File: config.mk
export PLATFORM = sky130hd
export DESIGN_NAME = cn_ff_bank
export DESIGN_NICKNAME = d
export VERILOG_FILES = /design/src/rtl/cn_ff_bank.sv
export SDC_FILE = /design/constraint.sdc
export NUM_CORES = 1
export LEC_CHECK = 0
export CAP_MARGIN = 25
export CELL_PAD_IN_SITES_DETAIL_PLACEMENT = 1
export CELL_PAD_IN_SITES_GLOBAL_PLACEMENT = 1
export CORE_ASPECT_RATIO = 0.9
export CORE_UTILIZATION = 30
export DETAILED_ROUTE_END_ITERATION = 7
export HOLD_SLACK_MARGIN = 0.05
export PLACE_DENSITY_LB_ADDON = 0.08
export SYNTH_ARGS = -nofsm -noshare
export SYNTH_HDL_FRONTEND = slang
export SYNTH_SLANG_ARGS = --single-unit
File: constraint.sdc
create_clock -name clk -period 2.3 [get_ports clk]
set_input_delay 0.23 -clock clk [delete_from_list [all_inputs] [get_ports clk]]
set_output_delay 0.23 -clock clk [all_outputs]
set_load 0.01 [all_outputs]
File: src/rtl/cn_ff_bank.sv
// Bank of WIDTH flip-flop channels sharing one mode: CN, D, T or JK, with parallel load and change tracking.
// Latency: q, changed and chg_cnt update one clock after inputs are sampled; qbar is combinational from q.
// Backpressure: none; inputs are sampled on every rising edge and the block is never stalled.
module cn_ff_bank #(
   parameter int unsigned          WIDTH     = 4,
   parameter int unsigned          CNT_W     = 8,
   parameter logic [WIDTH-1:0]     RESET_VAL = '0
) (
   input  logic             clk,
   input  logic             reset_n,
   input  logic [1:0]       mode,
   input  logic [WIDTH-1:0] a,
   input  logic [WIDTH-1:0] b,
   input  logic             en,
   input  logic             load,
   input  logic [WIDTH-1:0] load_val,
   input  logic             clr_cnt,
   output logic [WIDTH-1:0] q,
   output logic [WIDTH-1:0] qbar,
   output logic [WIDTH-1:0] changed,
   output logic [CNT_W-1:0] chg_cnt
);

   typedef enum logic [1:0] {
      MODE_CN = 2'b00,
      MODE_D  = 2'b01,
      MODE_T  = 2'b10,
      MODE_JK = 2'b11
   } mode_t;

   localparam logic [CNT_W-1:0] CNT_MAX = {CNT_W{1'b1}};

   logic [WIDTH-1:0] func_next;
   logic [WIDTH-1:0] q_next;
   logic             q_diff;

   // Per-channel next state for the selected flip-flop behaviour.
   // CN: with b low the bit holds; with b high a set bit clears and a clear bit takes a.
   always_comb begin
      func_next = q;
      case (mode_t'(mode))
         MODE_CN: func_next = (q & ~b) | (~q & a & b);
         MODE_D:  func_next = a;
         MODE_T:  func_next = q ^ a;
         MODE_JK: func_next = (a & ~q) | (~b & q);
         default: func_next = q;
      endcase
   end

   // Load wins over enable; with neither asserted the bank holds.
   always_comb begin
      q_next = q;
      if (load) begin
         q_next = load_val;
      end else if (en) begin
         q_next = func_next;
      end
      q_diff = (q_next != q);
   end

   assign qbar = ~q;

   // Channel state and the mask of bits that flipped on this edge.
   always_ff @(posedge clk or negedge reset_n) begin
      if (!reset_n) begin
         q       <= RESET_VAL;
         changed <= '0;
      end else begin
         q       <= q_next;
         changed <= q_next ^ q;
      end
   end

   // Saturating count of edges on which q changed; clear overrides a same-edge increment.
   always_ff @(posedge clk or negedge reset_n) begin
      if (!reset_n) begin
         chg_cnt <= '0;
      end else if (clr_cnt) begin
         chg_cnt <= '0;
      end else if (q_diff && (chg_cnt != CNT_MAX)) begin
         chg_cnt <= chg_cnt + 1'b1;
      end
   end

endmodule

; ---- Yosys cells after proc, flatten, opt, wreduce, memory -nomap -nowiden
; Index checks and enable logic that the tools add are counted.
[totals]
register_bits = 16
input_bits = 19
[classes]
add_sub_neg = 1
n_eq_ne = 5
n_mux = 5
n_bitwise = 9
reduce_logical = 3
[ops]
columns = cell, count
row1 = 8-bit two-way mux, 2
row2 = 4-bit one-hot mux with 4 select lines, 1
row3 = 4-bit AND, 3
row4 = "8-bit by 1-bit adder with 8-bit output, second input constant", 1
row5 = 4-bit two-way mux, 2
row6 = "8-bit inequality test, second input constant", 1
row7 = 4-bit NOT, 2
row8 = 4-bit OR, 2
row9 = 4-bit XOR, 2
row10 = "2-bit == test, second input constant", 2
row11 = 4-bit inequality test, 1
row12 = "2-bit by 1-bit == test with 1-bit output, second input constant", 1
row13 = 2-bit logical NOT, 1
row14 = 2-bit nonzero test, 1
row15 = 1-bit logical AND, 1

; ---- Logic depth before layout (Yosys ltp)
[logic_depth]
depth_word = 11
ltp_mapped = 10

; ---- Least setup slack after synthesis
; No wires, ideal clock.
[synth_path]
kind = register to register
startpoint = reg q[2]
endpoint = reg chg_cnt[4]
setup_ns = 0.078
t_arrival_ns = 2.309
required_time_ns = 2.222
setup_slack_ns = -0.087
stages_incl_launch_ff = 11
n_path_buf = 1
synth_period_minus_slack_ns = 2.387
path_cell_list = dfrtp_1 > inv_1 > ha_1 > nand2b_1 > a221oi_1 > a21oi_1 > o221ai_2 > o31ai_2 > buf_4 > or3_1 > a21oi_1
[synth_via]
elab_chain_len = 10
elab_cells_between_ends = 13
[synth_lines]
columns = item, line
row1 = from (decl), 18  ; output logic [WIDTH-1:0] q,
row2 = from (signal assigned), 69  ; q <= q_next;
row3 = 4-bit NOT *, -
row4 = named net qbar[2], 19  ; output logic [WIDTH-1:0] qbar,
row5 = 4-bit AND *, "42, 45"
row6 = 4-bit AND, 42  ; MODE_CN: func_next = (q & ~b) | (~q & a & b);
row7 = 4-bit OR, 42
row8 = 4-bit one-hot mux with 4 select lines *, 41  ; case (mode_t'(mode))
row9 = 4-bit two-way mux *, 55  ; end else if (en) begin
row10 = 4-bit two-way mux *, 53  ; if (load) begin
row11 = 4-bit inequality test *, 58  ; q_diff = (q_next != q);
row12 = 1-bit logical AND *, 80  ; end else if (q_diff && (chg_cnt != CNT_MAX)) begin
row13 = 2-bit nonzero test (no line) *, -
row14 = to (signal assigned), 81  ; chg_cnt <= chg_cnt + 1'b1;
row15 = to (decl), 21  ; output logic [CNT_W-1:0] chg_cnt
; Mark *: on every way through the listed nets, which the timed path passes. The rest lies on a longest branch.
; A chain may end at the register's enable or synchronous reset.

; ---- Worst setup path in the final report
[layout_path]
startpoint = reg q[1]
endpoint = reg chg_cnt[7]
[layout_via]
elab_chain_len = 10
elab_cells_between_ends = 13
[layout_lines]
columns = item, line
row1 = 4-bit NOT, "42, 45"
row2 = 4-bit AND, "42, 45"
row3 = 4-bit AND, 42
row4 = 4-bit OR, 42
row5 = 4-bit one-hot mux with 4 select lines, 41
row6 = 4-bit two-way mux, 55
row7 = 4-bit two-way mux, 53
row8 = 4-bit inequality test *, 58
row9 = 1-bit logical AND *, 80
row10 = 2-bit nonzero test (no line) *, -
; Mark *: on every way between the ends. The rest lies on a longest branch, timed or not.

==> metrics.cfg <==
[outcome]
status=complete, but fails checks
violations=negative setup slack

[worst_setup_path]
crit_fanout=3
start_kind=flip-flop
crit_type=reg2reg
crit_end=chg_cnt[7]$_DFFE_PN0P_
crit_required_ns=2.47
r2r_cells=9
r2r_slack_ns=-0.08
critPathArrivalTime_ns=2.56
cp-end-kind=flip-flop
crit_start=q[1]$_DFF_PN0_
r2r-end=chg_cnt[7]$_DFFE_PN0P_
r2r-start=q[1]$_DFF_PN0_

[power]
p_total_uw=1060
p_per_area_mw_per_mm2=511
p_leak_uw=0.000885
vdd_drop_max_mv=0.391

[placement]
io_buffers=38
routabilityCongestion=0.794
dp_hpwl_um=2770

[floorplan]
fp.dieArea_mm2=0.00397
die_height_um=59.9
io_pins=39
num_rows=20
die_w_um=66.3
placeableCoreArea_mm2=0.00348
start_util=0.321

[sta]
relSlewSlack=0.494
grt_setup_unrepaired=true
hold_viol=0
worst_pin_slew_ns=0.757
finalSetupViolCount=7
max_freq_mhz=420
slew_violations=0
worst_slack_ns=-0.0832
period_needed_ns=2.38
worst_clock_skew_ns=0.00757
post-route-period-util=1.04

[layout]
nets=225
final_common_cell=buf_4
drive_gt1_frac=0.423
diodes=0
layout_common_cells=36 x buf_4, 33 x clkdlybuf4s50_1, 16 x dfrtp_1
fin_util=0.596
area_growth_syn_to_layout_pct=85.4

[clock_tree]
cts_htree_levels=1
cts_made_buffers=3
cts-root-buf=clkbuf_8
cts_sinks=16
cts_buffer_depth=2
cts_tree=done
clk_latency_ns=0.25
clk_pin_slew_ns=0.06

[global_route]
grt_pass1_wl_um=6540
grt_util_all_layers=0.229
grt_max_degree=17
antenna_found_initial=0
grt_pass1_vias=1327
grt_overflow=0

[routing]
drtPass1Iterations=6
drtAntennaViolNets=0
drc=0
wl_um=4390
vias=1244
drt_iter0_drc=32
via_per_inst=5.18
post_drt_wl_per_cell_um=18.3

[synth]
synth_cells=119
yosys_warnings=0
synth-seq-cells=16
synth_cell_type_count=36
synthTopCellsByArea=dfrtp_1 36%, ha_1 9.0%, a2111oi_4 4.9%
syn-cell-area_mm2=0.00112
synth_fp_nets=146
synth_top_area_share=0.358
yosys.area.top_type=dfrtp_1
synth_area_per_cell_um2=9.39
ys_seq_area_frac=0.358

[run]
maxCapViolations=0

[min_path]
hold_path.class=in2async

==> timing repair <==
item,in CTS,in global routing
hold buffers,0,0
resized for setup,36,14
pin swaps,18,15
setup endpoints to repair,8,8
setup buffers,7,5
==> cell usage after synthesis <==
cell and instances:
inv_1 12, dfrtp_1 16, or3_1 5, buf_4 1
buf_1 1, o31ai_1 1, and3_1 2, o311a_1 1
nand2b_1 8, a211oi_2 2, a21oi_2 1, mux2i_1 1
nand3_1 5, o221ai_2 1, a21oi_1 8, nor2_1 4
a2111oi_4 2, nand2b_2 1, o41a_1 1, o311ai_0 1
or4_1 1, xor2_1 1, a311oi_1 1, nand2_1 8
buf_2 1, ha_1 8, o21ai_1 2, nor2b_1 3
o31ai_2 1, a21boi_0 2, a211oi_1 3, nor3_1 2
a221oi_1 1, xnor2_1 2, o21ai_0 8, o2111a_1 1
==> registers in the layout (all words and copies together), names as in the netlist <==
name and cells:
changed 4, chg_cnt 8, q 4
==> final cells by class <==
class | count | area [um^2]
Multi-Input combinational cell | 88 | 851
Clock buffer | 3 | 41.3
Sequential cell | 16 | 400
Fill cell | 380 | 1410
Timing Repair Buffer | 77 | 679
Tap cell | 44 | 55.1
Inverter | 12 | 45.0
==> cells by family after synthesis <==
logic type      after synthesis  synth area share
simple gates                 39             0.187
compound gates               37             0.278
flops                        16             0.358
buf+inv                      15            0.0549
fa+ha+maj                     8            0.0896
xor+xnor                      3            0.0235
mux                           1           0.00896
==> power breakdown <==
group          switching (uW)  total [uW]  internal, uW  leakage (uW)
combinational             223         504           281      0.000659
clock                    91.6         208           116     0.0000216
sequential               32.9         348           315      0.000205
total                     347        1060           712      0.000885
==> through the flow <==
step,cell area (um^2),instances,setup WS [ns],hold WS [ns],setup TNS (ns)
6_report,2070,240,-0.0832,0.424,-0.311
3_3_place_gp,1750,225,-0.634,0.582,-4.71
4_1_cts,1970,235,-0.114,0.441,-0.498
5_1_grt,2070,240,-0.168,0.472,-1.13
2_1_floorplan,1120,119,0.00274,-0.0656,0
3_5_place_dp,1750,225,-0.726,0.591,-5.41
==> routing by layer <==
layer	up-vias	track usage	routed length, um
met5	-	0	0
met4	0	0.0699	92
met3	12	0.0458	126
met2	36	0.397	2250
met1	610	0.288	1920
li1	586	-	-
==> worst min path at each step <==
stage / slack [ns] / startpoint / to / cells past startpoint
after detailed placement: 0.59 / chg_cnt[4]$_DFFE_PN0P_ / chg_cnt[4]$_DFFE_PN0P_ / 2
after global routing: 0.47 / reset_n / q[2]$_DFF_PN0_ / 1
after floorplan: -0.07 / reset_n / changed[0]$_DFF_PN0_ / 0
final: 0.42 / reset_n / q[1]$_DFF_PN0_ / 1
after global placement: 0.58 / chg_cnt[5]$_DFFE_PN0P_ / chg_cnt[5]$_DFFE_PN0P_ / 2
after CTS: 0.44 / reset_n / q[2]$_DFF_PN0_ / 1
==> critical path, cell delays in order, from the launching register on <==
cell and delay (ns):
dfrtp_1 0.38, inv_2 0.08, ha_4 0.27, nand2b_4 0.11, a21oi_2 0.07, o41a_1 0.38
o221ai_4 0.23, o31ai_4 0.09, or4_4 0.53, a21oi_2 0.15
Note: power is estimated with default switching activity, not from simulation.
